**src/rtl/four_bit_serial_subtractor.sv**
```systemverilog
// Bit-serial 4-bit subtractor: D = A - B - Bin, one bit per clock, LSB first,
// through a single full-subtractor cell with a registered borrow. A
// start/busy/done handshake frames each operation; result flags are
// registered and hold until the next operation completes.
module four_bit_serial_subtractor (
    input  logic       clk,
    input  logic       rst,
    input  logic       start,
    input  logic [3:0] A,
    input  logic [3:0] B,
    input  logic       Bin,
    output logic       busy,
    output logic       done,
    output logic [3:0] D,
    output logic       Bout,
    output logic       V,
    output logic       Z
);

    typedef enum logic [1:0] {
        IDLE  = 2'd0,
        SHIFT = 2'd1,
        DONE  = 2'd2
    } state_t;

    state_t      state_q;
    logic [3:0]  a_q;
    logic [3:0]  b_q;
    logic        br_q;
    logic [3:0]  res_q;
    logic [1:0]  cnt_q;
    logic        busy_q;
    logic        done_q;
    logic [3:0]  dOut_q;
    logic        boutOut_q;
    logic        vOut_q;
    logic        zOut_q;

    logic        diffBit_d;
    logic        brNext_d;
    logic [3:0]  res_d;

    // Full-subtractor cell on the current LSBs plus the result shifted in from the MSB side
    always_comb begin
        diffBit_d = a_q[0] ^ b_q[0] ^ br_q;
        brNext_d  = (~a_q[0] & b_q[0]) | (~(a_q[0] ^ b_q[0]) & br_q);
        res_d     = {diffBit_d, res_q[3:1]};
    end

    // Control FSM, operand/result shifting and registered outputs; reset wins over start
    always_ff @(posedge clk) begin
        if (rst) begin
            state_q   <= IDLE;
            a_q       <= 4'd0;
            b_q       <= 4'd0;
            br_q      <= 1'b0;
            res_q     <= 4'd0;
            cnt_q     <= 2'd0;
            busy_q    <= 1'b0;
            done_q    <= 1'b0;
            dOut_q    <= 4'd0;
            boutOut_q <= 1'b0;
            vOut_q    <= 1'b0;
            zOut_q    <= 1'b0;
        end else begin
            case (state_q)
                IDLE: begin
                    done_q <= 1'b0;
                    if (start) begin
                        a_q     <= A;
                        b_q     <= B;
                        br_q    <= Bin;
                        cnt_q   <= 2'd0;
                        busy_q  <= 1'b1;
                        state_q <= SHIFT;
                    end
                end
                SHIFT: begin
                    a_q   <= {1'b0, a_q[3:1]};
                    b_q   <= {1'b0, b_q[3:1]};
                    br_q  <= brNext_d;
                    res_q <= res_d;
                    cnt_q <= cnt_q + 2'd1;
                    if (cnt_q == 2'd3) begin
                        busy_q    <= 1'b0;
                        done_q    <= 1'b1;
                        dOut_q    <= res_d;
                        boutOut_q <= brNext_d;
                        vOut_q    <= br_q ^ brNext_d;
                        zOut_q    <= (res_d == 4'd0);
                        state_q   <= DONE;
                    end
                end
                DONE: begin
                    done_q <= 1'b0;
                    if (start) begin
                        a_q     <= A;
                        b_q     <= B;
                        br_q    <= Bin;
                        cnt_q   <= 2'd0;
                        busy_q  <= 1'b1;
                        state_q <= SHIFT;
                    end else begin
                        state_q <= IDLE;
                    end
                end
                default: begin
                    busy_q  <= 1'b0;
                    done_q  <= 1'b0;
                    state_q <= IDLE;
                end
            endcase
        end
    end

    assign busy = busy_q;
    assign done = done_q;
    assign D    = dOut_q;
    assign Bout = boutOut_q;
    assign V    = vOut_q;
    assign Z    = zOut_q;

endmodule

```
**config.mk**
```make
export PLATFORM = sky130hd
export DESIGN_NAME = four_bit_serial_subtractor
export DESIGN_NICKNAME = d
export VERILOG_FILES = /design/src/rtl/four_bit_serial_subtractor.sv
export SDC_FILE = /design/constraint.sdc
export NUM_CORES = 1
export LEC_CHECK = 0
export CAP_MARGIN = 20
export CORE_UTILIZATION = 54
export CTS_CLUSTER_SIZE = 30
export DETAILED_ROUTE_END_ITERATION = 8
export MAX_ROUTING_LAYER = met4
export PLACE_DENSITY_LB_ADDON = 0.12
export SYNTH_ARGS = -nofsm -noshare
export SYNTH_HDL_FRONTEND = slang
export SYNTH_SLANG_ARGS = --single-unit
```
**constraint.sdc**
```tcl
create_clock -name clk -period 2.9 [get_ports clk]
set_input_delay 0.435 -clock clk [delete_from_list [all_inputs] [get_ports clk]]
set_output_delay 0.435 -clock clk [all_outputs]
set_load 0.01 [all_outputs]
```
; After elaboration in Yosys (flattened, before gate mapping)
; Cells that the tools add are included.
; Widths: inputs -> output; s select.
[totals]
ff_bits = 26
[classes]
add_sub_neg = 1
bitwise_logic = 9
n_reduce_logical = 9
n_eq_ne = 6
mux = 15
[ops]
columns = cell, count
row1 = $pmux 4 s2, 2
row2 = $mux 4, 2
row3 = $reduce_and 2->1, 4
row4 = $mux 2, 3
row5 = $pmux 2 s3, 1
row6 = $eq 2x2->1 const B, 2
row7 = $logic_not 4->1, 1
row8 = $mux 1, 4
row9 = $ne 2x2->1 const B, 2
row10 = $pmux 1 s2, 2
row11 = $pmux 2 s2, 1
row12 = $reduce_or 2->1, 2
row13 = $not 1->1, 3
row14 = $xor 1x1->1, 3
row15 = $add 2x1->2 const B, 1
row16 = $and 1x1->1, 2
row17 = $eq 2x1->1 const B, 1
row18 = $logic_not 2->1, 1
row19 = $ne 2x1->1 const B, 1
row20 = $reduce_bool 2->1, 1
row21 = $or 1x1->1, 1

; Longest topological paths before layout
; Gate-level depths: netlist of run 1.
[logic_depth]
word_depth = 5
depth_mapped = 5
depth_no_buf = 5

; Worst setup path before layout of run 1
; OpenSTA, ideal clock, no wires.
[synth_path]
path_type = register to register
from = reg br_q
to = reg zOut_q, in the netlist Z
synth_period_minus_slack_ns = 1.393
setup_ns = 0.071
stages_incl_launch_ff = 6
path_slack_ns = 1.507
arrival_ns = 1.322
path_buffers = 0
path_cell_list = dfxtp_1 inv_1 fa_1 nor4_1 nand3_1 a21oi_1
[synth_between]
elab_chain_len = 2
[synth_lines]
columns = element, line_no
row1 = start: declaration, 29  ; logic br_q;
row2 = start signal: assignment, 72  ; br_q <= Bin;
row3 = start signal: assignment, 81  ; br_q <= brNext_d;
row4 = start signal: assignment, 99  ; br_q <= Bin;
row5 = $xor 1x1->1, 45  ; diffBit_d = a_q[0] ^ b_q[0] ^ br_q;
row6 = named net diffBit_d, 39  ; logic diffBit_d;
row7 = $logic_not 4->1, 90  ; zOut_q <= (res_d == 4'd0);
row8 = end signal: assignment, 90
row9 = end: declaration, 37  ; logic zOut_q;
; The timed path passes the listed nets, and every way through them passes these cells.
; A chain may end at the register's enable or synchronous reset.

; Worst setup path after layout of run 1
[layout_path]
from = reg busy_q, in the netlist busy
to = out busy
[layout_lines]
columns = element, line_no
row1 = start: declaration, 32  ; logic busy_q;
row2 = start signal: assignment, 59  ; busy_q <= 1'b0;
row3 = start signal: assignment, 74  ; busy_q <= 1'b1;
row4 = start signal: assignment, 85  ; busy_q <= 1'b0;
row5 = end: declaration, 12  ; output logic busy,
; No word-level cell between the ends.

==> metrics.cfg, run 1 <==
[outcome]
run_status=complete, no violations

[worst_hold_path]
hold_start=Z
hp-class=register to register
worstHoldPathCells=2
hold_end=Z

[floorplan]
dieHeight_um=48.0
pin_count=21
row_count=16
fp.dieW_um=48.0
start_util=0.576
core-area_mm2=0.00198
die-area_mm2=0.00230

[setup_path]
path_cells=clkdlybuf4s50_1
crit_family=buffers and inverters
critPathKind=register to output port
path_buf_inv=1
r2r_slack_ns=1.27
r2r-start=state_q[0]
crit_fanout=3
critPathSlowestCell=clkdlybuf4s50_1
end_kind=output port
crit_arrival_ns=1.22
cp_slowest_stage_delay_ns=0.53
crit_required_ns=2.47
timing.rr.end=a_q[1]
startpoint=busy
cp-start-kind=register
reg2regPathDepth=4

[power_and_ir_drop]
p_total_uw=649
powerDensity_mw_per_mm2=484
seqPwrFrac=0.583
ir_drop_uv=326
switchingPower_uw=175
swShare=0.270
pwr-share-comb=0.178
pwr-share-clk=0.239
p_leak_uw=0.000511
internal_power_uw=474

[drt]
vias_per_cell=5.30
drt-initial-drc-count=11
wl_per_cell_um=12.7
drc=0
ant_nets=0
vias=853
dr.pass1.iters=4
wirelength_mm=2.04

[layout]
drive_gt1_frac=0.0970
syn2layout_area_growth_pct=17.7
stdcell_area_mm2=0.00134
fin_nets=149
antenna_cells=0

[clock_network]
numCtsBuffers=3
postCtsSetupBuffers=0
insertion_delay_ns=0.32
clkTransAtPathRegs_ns=0.14
clock-sinks=25
post_cts_resized=0
cts-root-buf=clkbuf_4
cts-hold-fix-buffers=0
cts_tree=yes
cts_buffer_depth=2
htree_levels=1

[synth]
synth_xor_area_frac=0.0154
yosys.area_share.simple=0.193
synth.ff_latch_count=25
synthCells=118
yosysSeqAreaShare=0.439
async_reset_ff_frac=0
synth_top_family_by_area=simple AND/OR/NAND/NOR gates
synth-main-ff-cell=dfxtp_1
synthAdderAreaFrac=0.0285
syn_nets=132
synth_cell_types=28
yosys-mux-area-fraction=0.124
ys_warn_count=0
postSynthAreaPerCell_um2=9.67
synth-compound-area-share=0.126
synthesis.area_mm2=0.00114
synth_edf_count=0

[grt]
grt.overflow.total=0
grt_pass1_wl_mm=3.16
groute.usage.overall=0.204
grt_max_degree=26
antenna_found_initial=0
first_global_vias=736

[flow_run]
max_cap_violations=0

[sta]
finalCritPeriodShare=0.570
tns_ns=0
rsz0062_at_grt=no
slew_headroom=0.389
max_freq_mhz=605
min_period_ns=1.65
setup_viol_count_final=0
clock_skew_ns=0.00769
slew_violations=0
timing_hold_violations_final=0
tightestPinTransition_ns=0.913

[placement]
gp_congestion=0.715
dpl-instance-area_mm2=0.00131
port_buffers=20
hpwl_mm=1.38

logic make-up after synthesis:
family                   after synthesis
AO/OA/AOI/OAI                         20
XOR/XNOR                               2
adder cells (fa/ha/maj)                2
buffers and inverters                 13
flip-flops                            25
multiplexers                          14
AND/OR/NAND/NOR                       42
state kept, by name (all words and copies together), names as in the netlist:
name	count
Bout	1
res_q	3
done	1
busy	1
V	1
cnt_q	2
b_q	4
br_q	1
D	4
Z	1
a_q	4
state_q	2
cells in the mapped netlist, types with 2 or more instances:
cell      count  share of area
o21a_1        3          0.020
nor2b_4       2          0.024
buf_2         2         0.0088
clkbuf_1      3         0.0099
inv_1         4          0.013
nor2_1       13          0.043
a211oi_2      2          0.022
a211oi_1      5          0.033
nor3_1        8          0.035
xnor2_1       2          0.015
buf_6         3          0.030
nor3b_1       2          0.013
nand3_1       4          0.018
a21oi_1       8          0.035
mux2i_1      13           0.11
nand2_1       8          0.026
dfxtp_1      25           0.44
metrics by stage:
step	instances	hold WS, ns	setup WS [ns]	utilization
CTS	161	0.482	1.23	0.677
global placement	157	0.444	1.12	0.662
detailed placement	157	0.458	1.06	0.662
global route	161	0.507	1.13	0.677
floorplan	118	0.448	1.51	-
finish	161	0.475	1.25	0.677
worst max path at each step:
stage,to,cells after the start,slack (ns)
3_5_place_dp,Bout,2,1.06
4_1_cts,V,1,1.23
3_3_place_gp,Bout,2,1.12
5_1_grt,b_q[1],4,1.13
6_report,busy,1,1.25
2_1_floorplan,Z,5,1.51
layout by cell type (no fill, tap or decap), drive strengths merged, types with 4 or more instances in the layout:
| master | synthesis | layout |
|---|---|---|
| inv | 4 | 4 |
| a211oi | 7 | 7 |
| nand2 | 9 | 9 |
| mux2i | 13 | 13 |
| a21oi | 8 | 8 |
| nor3 | 8 | 8 |
| nor2 | 13 | 13 |
| dfxtp | 25 | 25 |
| clkdlybuf4s50 | 0 | 20 |
| nand3 | 4 | 4 |
worst reg2reg max path: stages, from the launching register on:
cell,delay [ns]
dfxtp_1,0.66
buf_4,0.29
nand2b_1,0.17
nand2_2,0.15
a211oi_1,0.25
metal layers:
| metal | wire [um] | track usage | vias up |
|---|---|---|---|
| met4 | 9 | 0.0833 | 0 |
| met5 | 0 | - | - |
| li1 | - | - | 437 |
| met3 | 49 | 0.0340 | 2 |
| met2 | 965 | 0.316 | 12 |
| met1 | 1010 | 0.261 | 402 |
power groups by stage:
stage | sequential, uW | clock, uW | combinational (uW)
5_1_grt | 382 | 177 | 128
2_1_floorplan | 380 | 0 | 92.7
4_1_cts | 379 | 161 | 115
3_5_place_dp | 386 | 0 | 115
3_3_place_gp | 385 | 0 | 112
6_report | 379 | 155 | 115
layout make-up:
type,instances,area [um2]
clock buffer,3,22.5
clock inverter,1,7.51
tap,27,33.8
multi-input combinational,80,556
sequential,25,500
timing repair buffer,21,208
inverter,4,15.0
fill,157,639
Power figures use the tool's default switching activity.
==> run 2, diff against run 1 <==
--- a/config.mk
+++ b/config.mk
@@ -6,7 +6,7 @@
 export NUM_CORES = 1
 export LEC_CHECK = 0
 export CAP_MARGIN = 20
-export CORE_UTILIZATION = 54
+export CORE_UTILIZATION = 50
 export CTS_CLUSTER_SIZE = 30
 export DETAILED_ROUTE_END_ITERATION = 8
 export MAX_ROUTING_LAYER = met4
==> constraint.sdc (replaced) <==
create_clock -name clk -period 1.7 [get_ports clk]
set_input_delay 0.255 -clock clk [delete_from_list [all_inputs] [get_ports clk]]
set_output_delay 0.255 -clock clk [all_outputs]
set_load 0.01 [all_outputs]
==> metrics.cfg, run 2 (synthesized netlist as in run 1, its figures left out) <==
[setup_path]
end_kind=register  ; was output port
crit_required_ns=1.96  ; was 2.47 ns
r2r_slack_ns=0.17  ; was 1.27 ns
crit_family=adder cells  ; was buffers and inverters
critPathSlowestCell=fa_1  ; was clkdlybuf4s50_1
reg2regPathDepth=5  ; was 4
timing.rr.end=Z  ; was a_q[1]
crit_arrival_ns=1.78  ; was 1.22 ns
path_cells=inv_1, fa_1, nor4_1, nand3_1, a21oi_1  ; was clkdlybuf4s50_1
cp_slowest_stage_delay_ns=0.49  ; was 0.53 ns
crit_fanout=3  ; unchanged
critPathKind=register to register  ; was register to output port
path_buf_inv=1  ; unchanged
r2r-start=br_q  ; was state_q[0]
cp-start-kind=register  ; unchanged

[clock_network]
post_cts_resized=0  ; unchanged
htree_levels=1  ; unchanged
cts_buffer_depth=2  ; unchanged
insertion_delay_ns=0.31  ; was 0.32 ns
clkTransAtPathRegs_ns=0.13  ; was 0.14 ns
clock-sinks=25  ; unchanged
cts-hold-fix-buffers=0  ; unchanged
numCtsBuffers=3  ; unchanged
postCtsSetupBuffers=0  ; unchanged
cts-root-buf=clkbuf_4  ; unchanged
cts_tree=yes  ; unchanged

[sta]
min_period_ns=1.53
slew_headroom=0.778  ; was 0.389
timing_hold_violations_final=0  ; unchanged
max_freq_mhz=655
rsz0062_at_grt=no  ; unchanged
clock_skew_ns=0.0110  ; was 0.00769 ns
setup_viol_count_final=0  ; unchanged
finalCritPeriodShare=0.898
tns_ns=0  ; unchanged
tightestPinTransition_ns=0.332  ; was 0.913 ns
slew_violations=0  ; unchanged

[layout]
final_common_cell=dfxtp_1  ; unchanged
drive_gt1_frac=0.0963  ; was 0.0970
fin_nets=150  ; was 149
multiInputGateArea_um2=556  ; unchanged
final_cell_mix=dfxtp_1, clkdlybuf4s50_1, mux2i_1, nor2_1  ; unchanged
antenna_cells=0  ; unchanged
syn2layout_area_growth_pct=18.0  ; was 17.7%
ff_latch_area_um2=500  ; unchanged
fillCellCount=180  ; was 157

[floorplan]
pin_count=21  ; unchanged
fp.dieW_um=49.8  ; was 48.0 um
dieHeight_um=49.8  ; was 48.0 um
die-area_mm2=0.00248  ; was 0.00230 mm2
core-area_mm2=0.00206  ; was 0.00198 mm2
row_count=16  ; unchanged
start_util=0.553  ; was 0.576

[placement]
gp_congestion=0.724  ; was 0.715
port_buffers=20  ; unchanged
hpwl_mm=1.45  ; was 1.38 mm

[worst_hold_path]
hp-class=register to register  ; unchanged
hold_end=Z  ; unchanged
hold_start=Z  ; unchanged
worstHoldPathCells=2  ; unchanged

[grt]
groute.usage.overall=0.187  ; was 0.204
grt_max_degree=26  ; unchanged
grt_pass1_wl_mm=3.46  ; was 3.16 mm
antenna_found_initial=0  ; unchanged
first_global_vias=786  ; was 736
grt.overflow.total=0  ; unchanged

[drt]
vias=859  ; was 853
drt-initial-drc-count=3  ; was 11
wl_per_cell_um=12.2  ; was 12.7 um
dr.pass1.iters=5  ; was 4
vias_per_cell=5.30  ; about the same
drc=0  ; unchanged
ant_nets=0  ; unchanged
wirelength_mm=1.98  ; was 2.04 mm

[power_and_ir_drop]
ir_drop_uv=462  ; was 326 uV
p_total_uw=1100  ; was 649 uW
p_leak_uw=0.000516  ; was 0.000511 uW
powerDensity_mw_per_mm2=816  ; was 484 mW/mm2

[outcome]
run_status=complete, no violations  ; unchanged

[flow_run]
max_cap_violations=0  ; unchanged

## run 2: changes by cell type in the layout (fill, tap and decap cells not counted)
cell	before	now
clkinvlp_4	1	0
buf_4	1	2
clkbuf_1	0	1
## run 2: power breakdown
group | switching [uW] | internal [uW] | total (uW)
sequential | 21.1 | 618 | 639
combinational | 101 | 103 | 203
clock | 165 | 91.5 | 257
## run 2: metal layers
| metal | wire length, um | GRT usage |
|---|---|---|
| met5 | 0 | - |
| met4 | 14 | 0.0571 |
| met3 | 60 | 0.0278 |
| met2 | 992 | 0.318 |
| met1 | 913 | 0.226 |
## run 2: worst min-delay path: cells and delay by family, from the launching register on
family	cells	cell delay, ns
flip-flops	1	0.34
AO/OA/AOI/OAI	1	0.05
AND/OR/NAND/NOR	1	0.05
## run 2: metrics by stage
| step | worst slack, ns | cell area (um2) | utilization | instances | hold slack, ns |
|---|---|---|---|---|---|
| global placement | 0.180 | 1320 | 0.640 | 158 | 0.442 |
| global route | 0.0471 | 1350 | 0.653 | 162 | 0.493 |
| finish | 0.174 | 1350 | 0.653 | 162 | 0.465 |
| CTS | 0.180 | 1350 | 0.653 | 162 | 0.469 |
| detailed placement | 0.100 | 1320 | 0.640 | 158 | 0.453 |
| floorplan | 0.307 | 1140 | - | 118 | 0.448 |
## run 2: cell type report
class	count	share of cell area
Timing Repair Buffer	22	0.160
Multi-Input combinational cell	80	0.413
Tap cell	27	0.0251
Inverter	4	0.0112
Clock buffer	4	0.0195
Sequential cell	25	0.372
## run 2: worst max path at each step
stage	to	start	depth (start not counted)	slack, ns
floorplan	Z	br_q	5	0.31
global placement	b_q[1]	start	4	0.18
detailed placement	b_q[0]	start	4	0.10
CTS	Z	br_q	5	0.18
global route	Z	br_q	5	0.05
finish	Z	br_q	5	0.17
==> run 3, diff against run 2 <==
--- a/config.mk
+++ b/config.mk
@@ -9,8 +9,9 @@
 export CORE_UTILIZATION = 50
 export CTS_CLUSTER_SIZE = 30
 export DETAILED_ROUTE_END_ITERATION = 8
+export HOLD_SLACK_MARGIN = 0.05
 export MAX_ROUTING_LAYER = met4
-export PLACE_DENSITY_LB_ADDON = 0.12
+export PLACE_DENSITY = 0.77
 export SYNTH_ARGS = -nofsm -noshare
 export SYNTH_HDL_FRONTEND = slang
 export SYNTH_SLANG_ARGS = --single-unit
==> metrics.cfg, run 3 (synthesized netlist as in run 1, its figures left out) <==
[outcome]
run_status=complete, no violations  ; unchanged

[layout]
drive_gt1_frac=0.103  ; was 0.0963
syn2layout_area_growth_pct=18.6  ; was 18.0%
final_common_cell=dfxtp_1  ; unchanged
fin_util=0.657  ; was 0.653
antenna_cells=0  ; unchanged
multiInputGateArea_um2=556  ; unchanged
fin_nets=151  ; was 150
ff_latch_area_um2=500  ; unchanged
fillCellCount=194  ; was 180
final_cell_mix=dfxtp_1, clkdlybuf4s50_1, mux2i_1, nor2_1  ; unchanged

[sta]
slew_headroom=0.771  ; was 0.778
setup_viol_count_final=0  ; unchanged
min_period_ns=1.50  ; was 1.53 ns
tightestPinTransition_ns=0.343  ; was 0.332 ns
slew_violations=0  ; unchanged
hold_ws_ns=0.462  ; was 0.465 ns
rsz0062_at_grt=no  ; unchanged
max_freq_mhz=667  ; was 655 MHz
tns_ns=0  ; unchanged
clock_skew_ns=0.00676  ; was 0.0110 ns
finalCritPeriodShare=0.881  ; was 0.898
timing_hold_violations_final=0  ; unchanged

[setup_path]
critPathKind=register to register  ; unchanged
crit_fanout=3  ; unchanged
r2r_slack_ns=0.20  ; was 0.17 ns
cp-start-kind=register  ; unchanged
crit_required_ns=1.95  ; was 1.96 ns
end_kind=register  ; unchanged
crit_arrival_ns=1.75  ; was 1.78 ns

[drt]
vias=849  ; was 859
drt-initial-drc-count=10  ; was 3
wl_per_cell_um=11.8  ; was 12.2 um
vias_per_cell=5.21  ; was 5.30
dr.pass1.iters=4  ; was 5
ant_nets=0  ; unchanged
drc=0  ; unchanged
wirelength_mm=1.93  ; was 1.98 mm

[clock_network]
clock-sinks=25  ; unchanged
cts_tree=yes  ; unchanged
clkTransAtPathRegs_ns=0.12  ; was 0.13 ns
cts_buffer_depth=2  ; unchanged
numCtsBuffers=3  ; unchanged
insertion_delay_ns=0.31  ; about the same
postCtsSetupBuffers=0  ; unchanged
cts-hold-fix-buffers=0  ; unchanged
post_cts_resized=0  ; unchanged
cts-root-buf=clkbuf_4  ; unchanged
htree_levels=1  ; unchanged

[grt]
first_global_vias=788  ; was 786
grt_pass1_wl_mm=3.31  ; was 3.46 mm
groute.usage.overall=0.182  ; was 0.187
antenna_found_initial=0  ; unchanged
grt.overflow.total=0  ; unchanged
grt_max_degree=26  ; unchanged

[power_and_ir_drop]
pwr-share-comb=0.183  ; was 0.185
ir_drop_uv=575  ; was 462 uV
powerDensity_mw_per_mm2=806  ; was 816 mW/mm2
seqPwrFrac=0.586  ; was 0.581
pwr-share-clk=0.231  ; was 0.234
swShare=0.256  ; was 0.261
p_leak_uw=0.000522  ; was 0.000516 uW
internal_power_uw=811  ; was 812 uW
switchingPower_uw=279  ; was 287 uW

[floorplan]
dieHeight_um=49.8  ; unchanged
die-area_mm2=0.00248  ; unchanged
fp.dieW_um=49.8  ; unchanged
start_util=0.553  ; unchanged
core-area_mm2=0.00206  ; unchanged
row_count=16  ; unchanged
pin_count=21  ; unchanged

[placement]
gp_congestion=0.719  ; was 0.724
hpwl_mm=1.40  ; was 1.45 mm
port_buffers=20  ; unchanged

[worst_hold_path]
hp-class=register to register  ; unchanged

[flow_run]
max_cap_violations=0  ; unchanged

run 3: layout make-up:
cell class / instances / share of cell area
Clock buffer: 4 / 0.0194
Inverter: 4 / 0.0111
Multi-Input combinational cell: 80 / 0.410
Sequential cell: 25 / 0.370
Tap cell: 27 / 0.0250
Timing Repair Buffer: 23 / 0.165
run 3: metrics by stage:
step	setup slack, ns	instances	instance area [um2]	total power (uW)
floorplan	0.307	118	1140	807
global placement	0.192	159	1330	848
detailed placement	0.129	159	1330	855
CTS	0.184	163	1350	1110
global route	0.0886	163	1350	1150
finish	0.202	163	1350	1090
run 3: critical path, cell delays in order, from the launching register on:
cell and delay, ns:
dfxtp_1 0.38, inv_1 0.07, fa_1 0.48, nor4_1 0.27, nand3_1 0.10, a21oi_1 0.14
run 3: power groups by stage:
stage               Combinational (uW)  Clock [uW]  Sequential (uW)
floorplan                          158           0              649
global placement                   197           0              651
detailed placement                 201           0              653
CTS                                202         272              640
global route                       222         286              644
finish                             199         252              640
run 3: final timing paths:
path,startpoint,endpoint,cells past startpoint
max,br_q,Z,5
max reg2reg,br_q,Z,5
min,V,V,2
min reg2reg,V,V,2
run 3: routing by layer:
metal,up-vias,routed length (um),global-route usage
li1,446,-,-
met1,382,925,0.204
met2,17,913,0.315
met3,4,57,0.0278
met4,0,29,0.0857
met5,-,0,-
